## src/rtl/scope_cmd_ctrl_if.sv

```systemverilog
`default_nettype none
// ============================================================================
// scope_cmd_ctrl_if : UART byte-stream bundle (rx strobe in, tx reply out)
// Rev 1.0
// ============================================================================
interface scope_cmd_ctrl_if;
  logic       rx_valid;
  logic [7:0] rx_data;
  logic       tx_valid;
  logic [7:0] tx_data;
  logic       tx_ready;

  modport master (output rx_valid, rx_data, tx_ready, input tx_valid, tx_data);
  modport slave  (input rx_valid, rx_data, tx_ready, output tx_valid, tx_data);
endinterface
`default_nettype wire

```

## src/rtl/scope_cmd_ctrl.sv

```systemverilog
`default_nettype none
// ============================================================================
// scope_cmd_ctrl : UART opcode/payload sequencer loading scope trigger config
// Rev 1.0
// ============================================================================
module scope_cmd_ctrl #(
  parameter int TIMEOUT_CYCLES = 1000000,
  parameter int PAYLOAD_BYTES  = 10
) (
  input  logic                   clk,
  input  logic                   rst,
  scope_cmd_ctrl_if.slave        uart,
  input  logic                   scope_busy,
  input  logic                   scope_triggered,
  input  logic                   scope_done,
  output logic                   arm,
  output logic                   abort,
  output logic                   cfg_update,
  output logic                   cfg_edge,
  output logic [15:0]            cfg_level,
  output logic [31:0]            cfg_pretrig,
  output logic [31:0]            cfg_posttrig
);

  localparam int            TW        = $clog2(TIMEOUT_CYCLES + 1);
  localparam int            SW        = PAYLOAD_BYTES * 8;
  localparam logic [TW-1:0] TMO_ONE   = TW'(1);
  localparam logic [TW-1:0] TMO_LAST  = TW'(TIMEOUT_CYCLES - 1);
  localparam logic [3:0]    IDX_LAST  = 4'(PAYLOAD_BYTES - 1);
  localparam logic [7:0]    ACK       = 8'h06;
  localparam logic [7:0]    NAK       = 8'h15;
  localparam logic [7:0]    OP_ARM    = 8'h41;
  localparam logic [7:0]    OP_RISE   = 8'h52;
  localparam logic [7:0]    OP_FALL   = 8'h46;
  localparam logic [7:0]    OP_ABORT  = 8'h58;
  localparam logic [7:0]    OP_STATUS = 8'h53;

  typedef enum logic [1:0] {S_IDLE = 2'd0, S_PAYLOAD = 2'd1, S_RESP = 2'd2} state_e;

  state_e          state_q, state_d;
  logic [3:0]      idx_q, idx_d;
  logic [TW-1:0]   tmo_q, tmo_d;
  logic            edge_sh_q, edge_sh_d;
  logic [SW-1:0]   shadow_q, shadow_d;
  logic            tx_valid_q, tx_valid_d;
  logic [7:0]      tx_data_q, tx_data_d;
  logic            arm_q, arm_d, abort_q, abort_d, cfg_update_q, cfg_update_d;
  logic            cfg_edge_q, cfg_edge_d;
  logic [15:0]     cfg_level_q, cfg_level_d;
  logic [31:0]     cfg_pretrig_q, cfg_pretrig_d, cfg_posttrig_q, cfg_posttrig_d;

  always_ff @(posedge clk) begin
    if (rst) begin
      state_q        <= S_IDLE;
      idx_q          <= '0;
      tmo_q          <= '0;
      edge_sh_q      <= 1'b1;
      shadow_q       <= '0;
      tx_valid_q     <= 1'b0;
      tx_data_q      <= 8'h00;
      arm_q          <= 1'b0;
      abort_q        <= 1'b0;
      cfg_update_q   <= 1'b0;
      cfg_edge_q     <= 1'b1;
      cfg_level_q    <= 16'h2000;
      cfg_pretrig_q  <= 32'd0;
      cfg_posttrig_q <= 32'd1024;
    end else begin
      state_q        <= state_d;
      idx_q          <= idx_d;
      tmo_q          <= tmo_d;
      edge_sh_q      <= edge_sh_d;
      shadow_q       <= shadow_d;
      tx_valid_q     <= tx_valid_d;
      tx_data_q      <= tx_data_d;
      arm_q          <= arm_d;
      abort_q        <= abort_d;
      cfg_update_q   <= cfg_update_d;
      cfg_edge_q     <= cfg_edge_d;
      cfg_level_q    <= cfg_level_d;
      cfg_pretrig_q  <= cfg_pretrig_d;
      cfg_posttrig_q <= cfg_posttrig_d;
    end
  end

  always_comb begin
    state_d        = state_q;
    idx_d          = idx_q;
    tmo_d          = tmo_q;
    edge_sh_d      = edge_sh_q;
    shadow_d       = shadow_q;
    tx_valid_d     = tx_valid_q;
    tx_data_d      = tx_data_q;
    arm_d          = 1'b0;
    abort_d        = 1'b0;
    cfg_update_d   = 1'b0;
    cfg_edge_d     = cfg_edge_q;
    cfg_level_d    = cfg_level_q;
    cfg_pretrig_d  = cfg_pretrig_q;
    cfg_posttrig_d = cfg_posttrig_q;

    unique case (state_q)
      S_IDLE: begin
        if (uart.rx_valid) begin
          state_d    = S_RESP;
          tx_valid_d = 1'b1;
          tx_data_d  = NAK;
          case (uart.rx_data)
            OP_ARM: begin
              if (!scope_busy) begin
                arm_d     = 1'b1;
                tx_data_d = ACK;
              end
            end
            OP_RISE, OP_FALL: begin
              state_d    = S_PAYLOAD;
              tx_valid_d = 1'b0;
              tx_data_d  = tx_data_q;
              idx_d      = '0;
              tmo_d      = TMO_ONE;
              edge_sh_d  = (uart.rx_data == OP_RISE);
            end
            OP_ABORT: begin
              abort_d   = 1'b1;
              tx_data_d = ACK;
            end
            OP_STATUS: tx_data_d = {5'b0, scope_done, scope_triggered, scope_busy};
            default: ;
          endcase
        end
      end
      S_PAYLOAD: begin
        if (uart.rx_valid) begin
          shadow_d[{idx_q, 3'b000} +: 8] = uart.rx_data;
          idx_d = idx_q + 4'd1;
          tmo_d = TMO_ONE;
          if (idx_q == IDX_LAST) begin
            // Last byte is merged combinationally so cfg_* can load in the same edge.
            state_d    = S_RESP;
            idx_d      = '0;
            tx_valid_d = 1'b1;
            tx_data_d  = NAK;
            if (!scope_busy) begin
              tx_data_d      = ACK;
              cfg_update_d   = 1'b1;
              cfg_edge_d     = edge_sh_q;
              cfg_level_d    = shadow_d[15:0];
              cfg_pretrig_d  = shadow_d[47:16];
              cfg_posttrig_d = shadow_d[79:48];
            end
          end
        end else if (tmo_q == TMO_LAST) begin
          state_d    = S_RESP;
          idx_d      = '0;
          shadow_d   = '0;
          tx_valid_d = 1'b1;
          tx_data_d  = NAK;
        end else begin
          tmo_d = tmo_q + TMO_ONE;
        end
      end
      S_RESP: begin
        if (uart.tx_ready) begin
          tx_valid_d = 1'b0;
          state_d    = S_IDLE;
        end
      end
      default: state_d = S_IDLE;
    endcase
  end

  assign uart.tx_valid = tx_valid_q;
  assign uart.tx_data  = tx_data_q;
  assign arm           = arm_q;
  assign abort         = abort_q;
  assign cfg_update    = cfg_update_q;
  assign cfg_edge      = cfg_edge_q;
  assign cfg_level     = cfg_level_q;
  assign cfg_pretrig   = cfg_pretrig_q;
  assign cfg_posttrig  = cfg_posttrig_q;

endmodule
`default_nettype wire

```

## src/flat_wrapper.sv

```systemverilog
// flat-port wrapper written by rule: the top's interface ports become plain ports
module scope_cmd_ctrl_flat 
#(
  parameter int TIMEOUT_CYCLES = 1000000,
  parameter int PAYLOAD_BYTES  = 10
)
  (clk, rst, scope_busy, scope_triggered, scope_done, arm, abort, cfg_update, cfg_edge, cfg_level, cfg_pretrig, cfg_posttrig, uart_rx_valid, uart_rx_data, uart_tx_ready, uart_tx_valid, uart_tx_data);
  scope_cmd_ctrl_if uart_i ();
  input  logic clk;
  input  logic rst;
  input  logic scope_busy;
  input  logic scope_triggered;
  input  logic scope_done;
  output logic arm;
  output logic abort;
  output logic cfg_update;
  output logic cfg_edge;
  output logic [15:0] cfg_level;
  output logic [31:0] cfg_pretrig;
  output logic [31:0] cfg_posttrig;
  input wire logic [$bits(uart_i.rx_valid)-1:0] uart_rx_valid;
  input wire logic [$bits(uart_i.rx_data)-1:0] uart_rx_data;
  input wire logic [$bits(uart_i.tx_ready)-1:0] uart_tx_ready;
  output wire logic [$bits(uart_i.tx_valid)-1:0] uart_tx_valid;
  output wire logic [$bits(uart_i.tx_data)-1:0] uart_tx_data;
  assign uart_i.rx_valid = uart_rx_valid;
  assign uart_i.rx_data = uart_rx_data;
  assign uart_i.tx_ready = uart_tx_ready;
  assign uart_tx_valid = uart_i.tx_valid;
  assign uart_tx_data = uart_i.tx_data;
  scope_cmd_ctrl #(.TIMEOUT_CYCLES(TIMEOUT_CYCLES), .PAYLOAD_BYTES(PAYLOAD_BYTES)) u_core (.clk(clk), .rst(rst), .uart(uart_i), .scope_busy(scope_busy), .scope_triggered(scope_triggered), .scope_done(scope_done), .arm(arm), .abort(abort), .cfg_update(cfg_update), .cfg_edge(cfg_edge), .cfg_level(cfg_level), .cfg_pretrig(cfg_pretrig), .cfg_posttrig(cfg_posttrig));
endmodule
```

## config.mk

```make
export PLATFORM = sky130hd
export DESIGN_NAME = scope_cmd_ctrl_flat
export DESIGN_NICKNAME = d
export VERILOG_FILES = /design/src/rtl/scope_cmd_ctrl_if.sv /design/src/rtl/scope_cmd_ctrl.sv /design/src/flat_wrapper.sv
export SDC_FILE = /design/constraint.sdc
export NUM_CORES = 1
export LEC_CHECK = 0
export CAP_MARGIN = 20
export CORE_MARGIN = 2
export CORE_UTILIZATION = 33
export CTS_CLUSTER_DIAMETER = 150
export CTS_CLUSTER_SIZE = 10
export DETAILED_ROUTE_END_ITERATION = 10
export GPL_ROUTABILITY_DRIVEN = 0
export PLACE_DENSITY_LB_ADDON = 0.05
export SLEW_MARGIN = 20
export SYNTH_ARGS = -nofsm -noshare
export SYNTH_HDL_FRONTEND = slang
export SYNTH_SLANG_ARGS = --single-unit
```

## constraint.sdc

```tcl
create_clock -name clk -period 5.3 [get_ports clk]
set_input_delay 0.53 -clock clk [delete_from_list [all_inputs] [get_ports clk]]
set_output_delay 0.53 -clock clk [all_outputs]
set_load 0.005 [all_outputs]
```

# == Word level (Yosys, flattened, before mapping) ==
# Cells that the tools add are included.
# totals
regBits,200
out_inout_bits,93
wordCells,94
# op_classes
add_sub_neg,3
n_eq_ne,16
shift,2
muxes,37
bitwise,6
n_reduce_logical,16
# ops
op,n
80-bit two-way mux,2
80-bit bitwise mux,1
20-bit two-way mux,4
8-bit by 9-bit variable shift with 80-bit output (first input constant),1
8-bit by 9-bit indexed part select with 80-bit output,1
8-bit by 7-bit == test with 1-bit output (second input constant),5
20-bit one-hot mux with 2 select lines,1
8-bit two-way mux,4
8-bit one-hot mux with 4 select lines,1
20-bit by 1-bit adder with 20-bit output (second input constant),1
20-bit == test (second input constant),1
4-bit two-way mux,5
8-bit one-hot mux with 2 select lines,1
4-bit AND reduction,4
2-bit two-way mux,6
5-bit AND reduction,2
7-bit negator with 9-bit output,1
1-bit two-way mux,8
2-bit != test (second input constant),4
4-bit one-hot mux with 2 select lines,1
4-bit OR reduction,2
3-bit by 2-bit != test with 1-bit output (second input constant),2
1-bit inverter,6
2-bit one-hot mux with 3 select lines,1
other kinds (14),15

# == Logic depth before layout (Yosys ltp) ==
# logic_depth
ltp_word,5
ltp_mapped,10

# == Worst setup path before layout ==
# No wires, ideal clock.
# synth_path
path_kind,reg-to-reg
start,register u_core.idx_q[0]
end,register u_core.cfg_pretrig_q[7] (netlist: u_core.cfg_pretrig[7])
arrival_ns,2.343
required_ns,5.180
path_slack_ns,2.837
path_stages_with_launch,10
path_buffers,2
path_cell_list,dfxtp_1 > inv_1 > ha_1 > or4_4 > and2_4 > or3_1 > buf_6 > buf_6 > a221oi_2 > nor2_1
# synth_between
elab_chain_cells,3
word_cells_on_any_way,6
# synth_lines
element,line_no,text
start: declaration,scope_cmd_ctrl.sv:41,"logic [3:0] idx_q, idx_d;"
start signal: assignment,scope_cmd_ctrl.sv:70,idx_q <= idx_d;
7-bit negator with 9-bit output,scope_cmd_ctrl.sv:134,"shadow_d[{idx_q, 3'b000} +: 8] = uart.rx_data;"
8-bit by 9-bit indexed part select with 80-bit output or 8-bit by 9-bit variable shift with 80-bit output (tied branches),scope_cmd_ctrl.sv:134,
80-bit bitwise mux,scope_cmd_ctrl.sv:134,
end signal: assignment,scope_cmd_ctrl.sv:81,cfg_pretrig_q <= cfg_pretrig_d;
end: declaration,scope_cmd_ctrl.sv:50,"logic [31:0] cfg_pretrig_q, cfg_pretrig_d, cfg_posttrig_q, cfg_posttrig_d;"
# Parallel ways exist; a longest one is shown, timed or not.
# A chain may end at the register's enable or synchronous reset.

# == Worst setup path in the final report ==
# layout_path
start,register u_core.idx_q[0]
end,register u_core.shadow_q[1]
# layout_between
elab_chain_cells,4
word_cells_on_any_way,5
# layout_lines
element,line_no,text
7-bit negator with 9-bit output *,scope_cmd_ctrl.sv:134,
8-bit by 9-bit indexed part select with 80-bit output or 8-bit by 9-bit variable shift with 80-bit output (tied branches),scope_cmd_ctrl.sv:134,
80-bit bitwise mux *,scope_cmd_ctrl.sv:134,
80-bit two-way mux *,scope_cmd_ctrl.sv:133,if (uart.rx_valid) begin
end signal: assignment,scope_cmd_ctrl.sv:73,shadow_q <= shadow_d;
end: declaration,scope_cmd_ctrl.sv:44,"logic [SW-1:0] shadow_q, shadow_d;"
# Every way passes the cells marked *; elsewhere a longest branch is shown, timed or not.

==> flow_metrics.env <==
export IMPL_yosysUniqueCellTypes=73
export IMPL_tns_ns=0
export IMPL_skew_ns=0.01848
export IMPL_wirelength_mm=28.73
export IMPL_worstSkewPairLatency_ns=0.44
export IMPL_numCtsBuffers=17
export IMPL_async_reset_ff_frac=0
export IMPL_hold_viol_final=0
export IMPL_antenna_found_initial=0
export IMPL_cts_resized=0
export IMPL_tritoncts="yes"
export IMPL_crit_fanout=20
export IMPL_status="complete, no violations"
export IMPL_post_cts_setup_buffer_count=0
export IMPL_drc=0
export IMPL_die_height_um=170.2
export IMPL_drive_gt1_frac=0.06409
export IMPL_period_minus_slack_ns=3.350
export IMPL_cts_root_buffer="clkbuf_16"
export IMPL_synth_compound_area_frac=0.2696
export IMPL_htreeDepth=4
export IMPL_overflow=0
export IMPL_finalCritPeriodShare=0.6320
export IMPL_hold_ws_ns=0.4367
export IMPL_cap_violations=0
export IMPL_start_util=0.3375
export IMPL_drt_iter0_drc=603
export IMPL_cellLeakagePower_uw=0.003609
export IMPL_fillers=2720
export IMPL_boundaryPins=108
export IMPL_worstPathArrival_ns=3.73
export IMPL_core_area_um2=27030
export IMPL_synth_seq_cells=196
export IMPL_finalSetupViolCount=0
export IMPL_pwr_share_comb=0.041
export IMPL_tightest_slew_ns=1.087
export IMPL_post_dp_hpwl_mm=17.77
export IMPL_syn_inst=1089
export IMPL_synth_top_cells_by_count="dfxtp_1 (196), o21ai_0 (112), nand2_1 (96)"
export IMPL_ant_nets=0
export IMPL_switching_power_uw=740.0
export IMPL_yosysMostFrequentCell="dfxtp_1"
export IMPL_wl_per_cell_um=19.41
export IMPL_yosys_area_top_type="dfxtp_1"
export IMPL_synth_flop_cell="dfxtp_1"
export IMPL_clkSlewWorstSetupHoldPaths_ns=0.08
export IMPL_clock_path_buffers=2
export IMPL_grt_pass1_vias=7979
export IMPL_seqPwrFrac=0.506
export IMPL_fp_dieArea_um2=28980
export IMPL_synth_simple_area_share=0.1941
export IMPL_grt_setup_unrepaired="no"
export IMPL_start_kind="flip-flop"
export IMPL_syn_area_um2=9120
export IMPL_cts_hold_buf=0
export IMPL_powerDensity_nw_per_um2=268.2
export IMPL_die_w_um=170.2
export IMPL_synth_mux_area_fraction=0.03087
export IMPL_grt_max_degree=112
export IMPL_synthAdderAreaFrac=0.01235
export IMPL_grt_pass1_wl_mm=45.66
export IMPL_cts_num_sinks=196
export IMPL_rows=60
export IMPL_io_buffers=103
export IMPL_yosys_warnings=0
export IMPL_hp_class="primary input to flip-flop"
export IMPL_synth_top_area_frac=0.4302
export IMPL_critical_path_class="flip-flop to flip-flop"
export IMPL_grt_use_total=0.1988
export IMPL_vdd_drop_max_uv=216.2
export IMPL_synth_area_top_cells="dfxtp_1 (43%), o21ai_0 (6.1%), nand2_1 (4.0%), clkbuf_1 (3.3%), a21oi_1 (3.2%)"
export IMPL_drv_slew=0
export IMPL_pwr_share_clk=0.454
export IMPL_fmax_mhz=298.5
export IMPL_firstDrtPassIters=7
export IMPL_antennaDiodeCount=0
export IMPL_via_count=8421
export IMPL_fin_nets=1151
export IMPL_synth_top_family_by_area="compound AO/OA/AOI/OAI gates"
export IMPL_areaGrowthSynthToFinish_pct=19.65
export IMPL_required_ns=5.68
export IMPL_p_int_uw=2187
export IMPL_synth_edf_count=0
export IMPL_syn_area_per_cell_um2=8.375
export IMPL_ys_seq_area_frac=0.4302
export IMPL_routed_via_density=5.690
export IMPL_synthXorXnorAreaFrac=0.0009604
export IMPL_slew_headroom=0.2713
export IMPL_endpoint_kind="flip-flop"
export IMPL_switching_share=0.2529
[critical path, stage by stage, from the launching register on]
cell     delay [ns]
dfxtp_1        0.68
inv_1          0.20
ha_1           0.58
nor2_1         0.18
nand4_1        0.60
nor2_1         0.13
nor3_1         0.69
a22o_1         0.24
[power groups by stage]
stage / clock [uW] / combinational [uW] / sequential (uW)
2_1_floorplan: 0 / 67.7 / 1510
3_3_place_gp: 0 / 120 / 1520
3_5_place_dp: 0 / 119 / 1510
4_1_cts: 1370 / 119 / 1480
5_1_grt: 1420 / 129 / 1480
6_report: 1330 / 119 / 1480
[cell usage in the layout (no fill, tap or decap), types with 6 or more instances in the layout]
cell type	count
o31ai_1	24
nand4_1	28
ha_1	9
or3_1	25
o2bb2ai_1	8
o21ai_0	112
a41oi_1	8
dfxtp_1	196
nor4_1	10
and3_1	11
a22o_1	7
clkbuf_16	17
mux2i_1	27
buf_4	20
a22oi_1	14
a2111oi_0	9
a211oi_1	26
nor3_1	19
nand3_1	35
o221ai_1	10
and2_1	7
nand2_1	96
a32oi_1	11
nor2b_1	6
clkdlybuf4s50_1	102
a221oi_1	15
a31oi_1	36
a21oi_1	59
or4_1	7
nor2_1	69
inv_1	24
o211ai_1	7
[kinds of logic (layout without fill, tap and decap cells)]
group           count (synthesis)  in the layout
xor+xnor                        1              1
mux                            28             28
compound gates                373            373
fa+ha+maj                       9              9
other cells                     1              4
buf+inv                       134            181
flops                         196            196
simple gates                  347            347
[path summary, 6_finish.rpt]
kind                            cells past startpoint                                to  slack, ns                             start
worst max register to register                      7   u_core.shadow_q[1]$_SDFFE_PP0P_       1.95      u_core.idx_q[0]$_SDFFE_PP0P_
worst max-delay path                                7   u_core.shadow_q[1]$_SDFFE_PP0P_       1.95      u_core.idx_q[0]$_SDFFE_PP0P_
worst min register to register                      2  u_core.cfg_level[9]$_SDFFE_PP0P_       0.47  u_core.cfg_level[9]$_SDFFE_PP0P_
worst min-delay path                                2      u_core.tmo_q[1]$_SDFFE_PP0P_       0.44                               rst
[per-stage QoR]
step	cell area [um2]	util	total power, uW	instances	setup WS, ns
2_1_floorplan	9131	-	1582	1092	2.837
3_3_place_gp	10310	0.3815	1635	1449	2.079
3_5_place_dp	10310	0.3815	1634	1449	2.029
4_1_cts	10910	0.4035	2965	1480	1.986
5_1_grt	10910	0.4038	3029	1480	1.692
6_report	10910	0.4038	2927	1480	1.950
[registers in the layout (all words and copies together) (netlist names)]
name	cells
u_core.abort	1
u_core.arm	1
u_core.cfg_edge	1
u_core.cfg_level	16
u_core.cfg_posttrig	32
u_core.cfg_pretrig	32
u_core.cfg_update	1
u_core.edge_sh_q	1
u_core.idx_q	4
u_core.shadow_q	80
u_core.state_q	2
u_core.tmo_q	20
u_core.uart.tx_data	4
u_core.uart.tx_valid	1
[final cells by class]
class	count	area [um2]	area share
Multi-Input combinational cell	762	4669	0.4279
Sequential cell	196	3924	0.3596
Timing Repair Buffer	124	1196	0.1096
Tap cell	341	426.7	0.03910
Clock buffer	17	425.4	0.03899
Clock inverter	14	170.2	0.01559
Inverter	26	100.1	0.009173
[routing by layer]
metal  vias to the layer above  share of wire  track usage
met5                         -              0            0
met4                         0          0.017      0.05500
met3                        29          0.044      0.03279
met2                       220           0.44       0.3031
met1                      4016           0.50       0.2885
li1                       4156              -            -
No activity file was read; power rests on OpenSTA's default activity.
